==> src/rtl/accel_pwm_filter.sv <==
// accel_pwm_filter: moving-average smoothing of IMU X acceleration mapped to a clamped PWM duty.
module accel_pwm_filter #(
  parameter int LOG2_TAPS = 3,
  parameter int OFFSET    = 512,
  parameter int DUTY_MAX  = 1000
) (
  input  logic              CLOCK_50,
  input  logic              RESET,
  input  logic signed [9:0] AccelX,
  input  logic              ReadDone,
  output logic [9:0]        PWMinput,
  output logic              PWMValid,
  output logic              Primed,
  output logic              Overrun
);
  localparam int TAPS = 1 << LOG2_TAPS;
  localparam int SW   = 10 + LOG2_TAPS;
  localparam int CW   = LOG2_TAPS + 1;
  localparam logic [9:0] RST_DUTY = 10'(OFFSET < 0 ? 0 : OFFSET > DUTY_MAX ? DUTY_MAX : OFFSET);
  typedef enum logic [1:0] {IDLE, UPDATE, SCALE, OUTPUT} state_t;
  state_t                state_q, state_d;
  logic                  rd_q, rd_d, rise;
  logic signed [9:0]     sample_q, sample_d;
  logic signed [9:0]     taps_q [TAPS];
  logic signed [9:0]     taps_d [TAPS];
  logic signed [SW-1:0]  sum_q, sum_d;
  logic [LOG2_TAPS-1:0]  wr_ptr_q, wr_ptr_d;
  logic [CW-1:0]         count_q, count_d;
  logic                  primed_q, primed_d, overrun_q, overrun_d, valid_q, valid_d;
  logic [9:0]            duty_q, duty_d, pwm_q, pwm_d;
  logic signed [9:0]     avg;
  logic signed [11:0]    raw;
  always_comb begin
    rise      = ReadDone & ~rd_q;
    rd_d      = ReadDone;
    state_d   = state_q;
    sample_d  = sample_q;
    taps_d    = taps_q;
    sum_d     = sum_q;
    wr_ptr_d  = wr_ptr_q;
    count_d   = count_q;
    primed_d  = primed_q;
    duty_d    = duty_q;
    pwm_d     = pwm_q;
    valid_d   = 1'b0;
    overrun_d = overrun_q | (rise && state_q != IDLE);
    // floor division by TAPS; unfilled taps are zero so the divisor never changes
    avg       = 10'(sum_q >>> LOG2_TAPS);
    raw       = 12'(avg) + 12'(OFFSET);
    unique case (state_q)
      IDLE: begin
        sample_d = rise ? AccelX : sample_q;
        state_d  = rise ? UPDATE : IDLE;
      end
      UPDATE: begin
        sum_d            = sum_q - SW'(taps_q[wr_ptr_q]) + SW'(sample_q);
        taps_d[wr_ptr_q] = sample_q;
        wr_ptr_d         = wr_ptr_q + 1'b1;
        count_d          = count_q == CW'(TAPS) ? count_q : count_q + 1'b1;
        primed_d         = primed_q | (count_d == CW'(TAPS));
        state_d          = SCALE;
      end
      SCALE: begin
        duty_d  = raw[11] ? '0 : raw > 12'(DUTY_MAX) ? 10'(DUTY_MAX) : raw[9:0];
        state_d = OUTPUT;
      end
      default: begin
        pwm_d   = duty_q;
        valid_d = 1'b1;
        state_d = IDLE;
      end
    endcase
  end
  always_ff @(posedge CLOCK_50 or posedge RESET) begin
    if (RESET) begin
      state_q   <= IDLE;
      rd_q      <= 1'b0;
      sample_q  <= '0;
      taps_q    <= '{default: '0};
      sum_q     <= '0;
      wr_ptr_q  <= '0;
      count_q   <= '0;
      primed_q  <= 1'b0;
      overrun_q <= 1'b0;
      valid_q   <= 1'b0;
      duty_q    <= RST_DUTY;
      pwm_q     <= RST_DUTY;
    end else begin
      state_q   <= state_d;
      rd_q      <= rd_d;
      sample_q  <= sample_d;
      taps_q    <= taps_d;
      sum_q     <= sum_d;
      wr_ptr_q  <= wr_ptr_d;
      count_q   <= count_d;
      primed_q  <= primed_d;
      overrun_q <= overrun_d;
      valid_q   <= valid_d;
      duty_q    <= duty_d;
      pwm_q     <= pwm_d;
    end
  end
  assign PWMinput = pwm_q;
  assign PWMValid = valid_q;
  assign Primed   = primed_q;
  assign Overrun  = overrun_q;
endmodule

==> config.mk <==
export PLATFORM = sky130hd
export DESIGN_NAME = accel_pwm_filter
export DESIGN_NICKNAME = d
export VERILOG_FILES = /design/src/rtl/accel_pwm_filter.sv
export SDC_FILE = /design/constraint.sdc
export NUM_CORES = 1
export LEC_CHECK = 0
export BUFFER_PORTS_ARGS = -buffer_cell sky130_fd_sc_hd__buf_4
export CAP_MARGIN = 20
export CORE_UTILIZATION = 65
export DETAILED_ROUTE_END_ITERATION = 8
export PLACE_DENSITY = 0.81
export SLEW_MARGIN = 10
export SYNTH_ARGS = -nofsm -noshare
export SYNTH_HDL_FRONTEND = slang
export SYNTH_SLANG_ARGS = --single-unit
==> constraint.sdc <==
create_clock -name CLOCK_50 -period 11.5 [get_ports CLOCK_50]
set_clock_uncertainty 0.15 [all_clocks]
set_input_delay 0.575 -clock CLOCK_50 [delete_from_list [all_inputs] [get_ports CLOCK_50]]
set_output_delay 0.575 -clock CLOCK_50 [all_outputs]
set_load 0.01 [all_outputs]
# Word-level counts from Yosys, hierarchy flattened
# Cells that the tools add are included.
[classes]
n_addsub = 5
order_cmp = 3
muxes = 12
bitwise_logic = 5
eq_ne = 4
n_reduce_logical = 6
[ops]
columns = ["cell", "count"]
rows = [
  ["80-bit bitwise mux", 1],
  ["10-bit 2-to-1 mux", 5],
  ["10-bit binary-select mux with 3-bit select", 1],
  ["10-bit demux with 3-bit select", 1],
  ["13-bit by 10-bit adder with 13-bit output", 1],
  ["13-bit by 10-bit subtractor with 13-bit output", 1],
  ["10-bit by 11-bit adder with 12-bit output (second input constant)", 1],
  ["12-bit by 11-bit greater-than comparator with 1-bit output (second input constant)", 1],
  ["4-bit equality test (second input constant)", 2],
  ["2-bit case mux with 3 select lines", 1],
  ["4-bit by 1-bit adder with 4-bit output (second input constant)", 1],
  ["4-bit greater-or-equal comparator (second input constant)", 1],
  ["4-bit by 1-bit < comparator with 1-bit output (second input constant)", 1],
  ["4-bit 2-to-1 mux", 1],
  ["3-bit NOT with 4-bit output", 1],
  ["3-bit by 1-bit adder with 3-bit output (second input constant)", 1],
  ["3-bit OR reduction", 1],
  ["2-bit by 1-bit equality test with 1-bit output (second input constant)", 1],
  ["2-bit equality test (second input constant)", 1],
  ["1-bit logical AND", 2],
  ["2-bit logical NOT", 1],
  ["1-bit 2-to-1 mux", 2],
  ["1-bit bitwise OR", 2],
  ["2-bit AND reduction", 1],
  ["other kinds (3)", 3],
]
[word_totals]
wordCells = 54
out_inout_bits = 13
ff_bits = 136

# Logic depth before layout (Yosys ltp)
# Gate-level depths: netlist of the first run.
[depth]
depth_word = 6
mapped_depth = 14
depth_no_buf = 12

# Worst setup path before layout of the first run
# Ideal clock, no wire load.
[synth_path]
kind = "register -> register"
start = "reg wr_ptr_q[0]"
end = "reg sum_q[10]"
slack_ns = 7.909
path_stages_with_launch = 12
t_arrival_ns = 3.310
period_less_slack_ns = 3.591
path_cell_list = "dfrtp_1 > buf_4 > buf_6 > mux4_2 > mux2_2 > fa_1 > fa_1 > nand2b_1 > a21oi_1 > o2111ai_1 > nand4_1 > or3b_1"
[synth_via]
elab_chain_len = 6
[synth_rtl]
columns = ["item", "line_no", "rtl"]
rows = [
  ["start: declaration", "27", "logic [LOG2_TAPS-1:0] wr_ptr_q, wr_ptr_d;"],
  ["start signal: assignment", "94", "wr_ptr_q <= wr_ptr_d;"],
  ["3-bit NOT with 4-bit output (implied by the code)", "56", "sum_d = sum_q - SW'(taps_q[wr_ptr_q]) + SW'(sample_q);"],
  ["10-bit binary-select mux with 3-bit select", "56", ""],
  ["10-bit 2-to-1 mux (implied by the code) (2 in a row)", "56", ""],
  ["13-bit by 10-bit subtractor with 13-bit output", "56", ""],
  ["13-bit by 10-bit adder with 13-bit output", "56", ""],
  ["end signal: assignment", "93", "sum_q <= sum_d;"],
  ["end: declaration", "26", "logic signed [SW-1:0] sum_q, sum_d;"],
]
# No other way between the ends. The select of a mux whose other input is x is not followed.
# A chain may end at the register's enable or synchronous reset.

# Worst setup path in the final report of the first run
# Ends and elaborated chain as after synthesis.

==> results.md, run 1 <==
* Post-CTS Setup Inserts at 0
* Most frequent cells in the layout: dfrtp_1 (134), mux2_2 (79), inv_1 (59)
* Outcome: completed
* FP Rows at 37
* Number of port buffers at 25
* Via density at around 6
* Cell Area, Synth at around 0.0069 mm2
* Worst min-delay path category: in -> reg
* Fin. Hold Viols at 0
* Max_cap viols at 0
* Hold slack at around 120 ps
* Final setup fails at 0
* Final HPWL DP at roughly 9000 um
* Largest net degree at the start of global routing at a little over 70
* Vias at roughly 4,500
* Clock sink count at between 100 and 150
* Syn Nets at around 600
* Area Overhead vs Synth at 13.2%
* N_diodes at 0
* Antenna Violating Nets Remaining at 0
* Fin Setup TNS at 0 ps
* Clock root buffer: clkbuf_8
* CTS Buffer Depth at 2
* Post-synth EDFFs at 0
* Final Cycle Share at 34.6%
* TritonCTS clock tree: done
* Post-Synth Simple-Gate Area at under 10%
* Distinct cells, synth at between 50 and 60
* Crit Path Max Fanout at 27
* DR pass1 iterations at 4
* Full die area at about 0.011 mm2
* Post-Synth Adder-Cell Area at under 10%
* #FFs+latches synth at around 140
* Register area share after synthesis at between 40% and 50%
* Initial Utilization at 66.7%
* Max Freq at approximately 250 MHz
* RSZ-0062 raised after global routing: false
* Slew HR at between 30% and 40%
* Total Routing Usage GR at 28.5%
* Mux cell area share after synthesis at 20.6%
* Die X at approximately 100 um
* Type of the worst setup path: reg -> reg
* Post-Syn Area per Cell at roughly 12 um2
* Synth warnings at 0
* Grt total ovfl at 0
* TritonCTS buffer count at 17
* Drt total wl at roughly 14,000 um
* Share of cells above drive strength 1 at 28.3%
* Die height at 105 um
* Wire per inst at around 19 um
* Synth Instances at between 500 and 600
* CP endpoint kind: flop
* Antenna violations before repair at 0
* Vias in the first global route at ~4,700
* Arrival time worst endpoint at between 4000 and 5000 ps
* Finished Cell Area at 0.00776 mm2
* Final Critical Period at 3980 ps
* DRT iter0 DRCs at a little under 300
* Ports at 26
* Ys flop type: dfrtp_1
* Clock latency at the later pin of the worst-skew pair at 530 ps
* CTS clk-pin slew, worst paths at 60 ps
* Compound-Gate Fraction of Synth Area at 7.69%
* H-tree Lvls at 4
* Core box area at slightly above 0.01 mm2
* Critical path startpoint category: flop
* Tightest Pin Transition at 960 ps
* Cell Area, Placed at slightly above 0.007 mm2
* Gpl congestion at slightly above 0.9
* Largest family of logic cells by synthesized area: multiplexers
* Final Max Tran Viols at 0
* # DRC at 0
* Nets at approximately 640
* Xor/xnor share of the synthesized area at under 10%
* CP Data Required Time at ~12,000 ps
* Commonest non-fill, non-tap cell in the layout: dfrtp_1
* Async S/R FF share, synth at 100%
* First-pass GRT wire length at approximately 23,000 um
[cells by family after synthesis]
| family | after synthesis |
|---|---|
| DFF | 136 |
| and+or+nand+nor | 107 |
| muxes | 106 |
| AOI/OAI and AO/OA | 90 |
| buffers and inverters | 86 |
| adders and majority gates | 33 |
| xor gates and xnor gates | 10 |
[final timing paths]
kind / startpoint / end / slack, ps / cells after the start
worst max register to register: wr_ptr_q[0] / sum_q[10] / 7520 / 13
worst max-delay path: wr_ptr_q[0] / sum_q[10] / 7520 / 13
worst min register to register: taps_q[43] / taps_q[43] / 330 / 2
min in group asynchronous: RESET / sum_q[9] / 520 / 3
max in group asynchronous: RESET / wr_ptr_q[1] / 9380 / 4
worst min-delay path: AccelX[4] / sample_q[4] / 120 / 2
[critical path: stages (launching register included)]
cell and delay (ps):
dfrtp_1 320, buf_4 380, mux4_2 570, mux2_2 290
ha_1 280, inv_1 70, ha_1 160, inv_1 60
fa_1 370, nand2b_1 190, a21oi_1 330, o2111ai_1 210
nand4_1 120, or3b_1 340
[repair_timing]
action                                 CTS  global route
endpoints found under the hold margin   65             0
resized for setup                        0             0
hold buffers                             2             0
[cell type report]
type	instances	area, um2
repair buffers	33	253
fillers	659	2520
clock buffers	18	428
multi-input cells	346	3070
well taps	136	170
inverters	61	234
clock inverters	14	198
flip-flops and latches	136	3410
[registers in the layout, summed over array words and instances (netlist names)]
signal    cells
Overrun       1
PWMValid      1
PWMinput     10
Primed        1
count_q       4
duty_q       10
rd_q          1
sample_q     10
state_q       2
sum_q        13
taps_q       80
wr_ptr_q      3
[Yosys cell counts, types with 4 or more instances]
library cell  count  area share, %
nand4_1           7           0.64
nand4b_1          4           0.51
buf_2             5           0.37
clkbuf_1          8           0.44
nand2b_1          7           0.64
xnor2_1           5           0.64
ha_1             21            3.8
inv_1            60            3.3
fa_1             12            3.5
dfrtp_1         134             49
a21oi_1          15            1.1
nand3_1           8           0.58
o21ai_0          49            3.6
xor2_1            5           0.64
nor2_1            9           0.49
mux4_2           20            6.6
mux2i_1           7            1.0
o22ai_1           4           0.37
nand2_1          55            3.0
mux2_2           79             13
buf_4             6           0.66
[stage by stage]
stage,worst slack [ps],util (%),instances
CTS,7520,75.5,744
global route,7300,75.5,744
finish,7520,75.5,744
floorplan,7140,-,568
global placement,7640,69.2,710
detailed placement,7570,69.2,710
[routing by layer]
metal  part of all wire, %  wire length [um]  global-route usage, %
met1                    42              5860                   35.4
met5                     0                 0                      0
met2                    51              7000                   46.5
met4                   2.1               285                   12.7
met3                   5.0               690                   8.42
Power of run 1 is not shown: default switching activity piles up to over one toggle a cycle in this logic, so the estimate is an artifact.
==> run 2, diff against run 1 <==
Settings changed: CORE_UTILIZATION 65 to 56, PLACE_DENSITY 0.81 to 0.74.
Clock period 11.5 ns to 3.5 ns, I/O delays scaled along.
==> run 2 against run 1 <==
The run now ends with setup timing left. Cell count rose by 6.9%. Design area rose by 7.3%. Hold slack better by 160 ps. Sequential cell count did not move. Critical path depth is 2 lower. Critical endpoint unchanged. Highest routed layer unchanged. Routed wire length up 3.0%.
==> results.md, run 2 (synthesized netlist as in run 1, its figures left out) <==
* CP Cell Sequence: buf_6, mux4_2, mux2_2, fa_1, inv_1, ha_4, a21o_1, nand2b_4, o2111ai_2, a211oi_1, or3b_1 (was buf_4, mux4_2, mux2_2, ha_1, inv_1, ha_1, inv_1, fa_1, nand2b_1, a21oi_1, o2111ai_1, nand4_1, or3b_1)
* Clock root buffer: clkbuf_16 (was clkbuf_8)
* TritonCTS buffer count at 17 (unchanged)
* FP Rows at 40 (was 37)
* Fin. Hold Viols at 0 (unchanged)
* CTS clk-pin slew, worst paths at 60 ps (about the same)
* Final Max Tran Viols at 0 (unchanged)
* # DRC at 0 (unchanged)
* Arrival time worst endpoint at 3750 ps (was 4240 ps)
* Most frequent cells in the layout: dfrtp_1 (133), mux2_2 (76), nand2_1 (55), buf_4 (55), inv_1 (54) (was dfrtp_1 (134), mux2_2 (79), inv_1 (59))
* Worst min-delay path category: in -> reg (unchanged)
* DR pass1 iterations at 4 (unchanged)
* Number of port buffers at 25 (unchanged)
* R2R depth at 11 (was 13)
* Final setup fails at 2 (was 0)
* Vias at 4,532 (was 4,461)
* Max_cap viols at 0 (unchanged)
* Hold Path Depth at 2 (unchanged)
* Hold slack at 278 ps (was 122 ps)
* Antenna Violating Nets Remaining at 0 (unchanged)
* Post-Place Setup Slack at -76.1 ps (was 7570 ps)
* Nets at 681 (was 641)
* Die X at 113 um (was 105 um)
* Reg with most FFs: taps_q (unchanged)
* Max Freq at 278 MHz (was 251 MHz)
* Grt total ovfl at 0 (unchanged)
* Final Critical Period at 3600 ps (was 3980 ps)
* Fill cell count at 850 (was 659)
* RSZ-0062 raised after global routing: true (was false)
* Largest regs: taps_q: 80 flops, sum_q: 13 flops (unchanged)
* Ports at 26 (unchanged)
* Critical path startpoint category: flop (unchanged)
* Final HPWL DP at 9110 um (was 9030 um)
* CP endpoint kind: flop (unchanged)
* Largest register FFs at 80 (unchanged)
* Failing checks: setup timing
* Finished Cell Area at 0.00833 mm2 (was 0.00776 mm2)
* DRT iter0 DRCs at 281 (was 294)
* H-tree Lvls at 4 (unchanged)
* Cell Area, Placed at 0.00735 mm2 (was 0.00711 mm2)
* Clock latency at the later pin of the worst-skew pair at 420 ps (was 530 ps)
* Outcome: finished with violations (was completed)
* Antenna violations before repair at 0 (unchanged)
* Drt total wl at 14,200 um (was 13,800 um)
* TritonCTS clock tree: done (unchanged)
* Area occupied by multi-input gates at 0.00329 mm2 (was 0.00307 mm2)
* N_diodes at 0 (unchanged)
* Final WS setup at -95.0 ps (was 7520 ps)
* Slew HR at 42.2% (was 36.0%)
* Final Cycle Share at 103% (was 34.6%)
* Total Routing Usage GR at 24.3% (was 28.5%)
* Tightest Pin Transition at 863 ps (was 960 ps)
* Wire per inst at 17.9 um (was 18.6 um)
* CP Data Required Time at 3650 ps (was 11,750 ps)
* Commonest non-fill, non-tap cell in the layout: dfrtp_1 (unchanged)
* CP max stage cell: mux4_2 (unchanged)
* Full die area at 0.0127 mm2 (was 0.0110 mm2)
* Reg area at 0.00341 mm2 (about the same)
* CTS Buffer Depth at 2 (unchanged)
* Max incr delay on CP at 510 ps (was 570 ps)
* Vias in the first global route at 4,665 (was 4,714)
* Clock sink count at 136 (unchanged)
* Via density at 5.70 (was 6.00)
* Share of cells above drive strength 1 at 36.0% (was 28.3%)
* Core box area at 0.0120 mm2 (was 0.0103 mm2)
* Largest net degree at the start of global routing at 137 (was 71)
* Crit Path Max Fanout at 7 (was 27)
* Gpl congestion at 0.813 (was 0.930)
* Area Overhead vs Synth at 21.6% (was 13.2%)
* Die height at 113 um (was 105 um)
* Type of the worst setup path: reg -> reg (unchanged)
* Initial Utilization at 57.3% (was 66.7%)
* First-pass GRT wire length at 23,300 um (was 23,500 um)
run 2: per-layer routing:
layer | vias to the layer above | track usage [%] | wire [um]
met1 | 2279 | 31.0 | 6160
met3 | 23 | 4.81 | 549
met4 | 0 | 9.78 | 284
met5 | - | 0 | 0
met2 | 111 | 40.9 | 7250
li1 | 2119 | - | -
run 2: repair_timing:
| item | CTS | global route |
|---|---|---|
| pin swaps | 9 | 11 |
| cloned | 0 | 1 |
| setup endpoints to repair | 3 | 6 |
| gates resized for setup | 12 | 31 |
| hold buffers | 12 | 0 |
| setup buffers | 3 | 4 |
| hold endpoints to repair | 145 | 0 |
run 2: final cells by class:
class	instances	area share, %
inverter	61	2.79
clock buffer	21	5.53
sequential	136	40.9
timing repair buffer	73	7.59
clock inverter	11	1.47
multi-input combinational	346	39.5
tap	147	2.21
run 2: through the flow:
step	setup TNS (ps)	utilization, %	instances
global route	-613	69.6	795
finish	-152	69.6	795
detailed placement	-158	61.4	743
CTS	0	67.9	790
floorplan	0	-	568
global placement	0	61.4	743
run 2: path summary, 6_finish.rpt:
| path | startpoint | slack [ps] | to |
|---|---|---|---|
| max | wr_ptr_q[0] | -100 | sum_q[10] |
| min reg2reg | duty_q[9] | 310 | duty_q[9] |
| max reg2reg | wr_ptr_q[0] | -100 | sum_q[10] |
| min | ReadDone | 280 | rd_q |
| min in group asynchronous | RESET | 350 | PWMinput[8] |
| max in group asynchronous | RESET | 2260 | count_q[0] |
run 2: worst max-delay path, delay by kind of cell, from the launching register on:
family	cells	cell delay [ps]
AND/OR/NAND/NOR	2	520
multiplexers	2	800
adder cells (fa/ha/maj)	2	740
flip-flops	1	410
AO/OA/AOI/OAI	3	610
buffers and inverters	2	250
Power of run 2 is left out for the same reason.
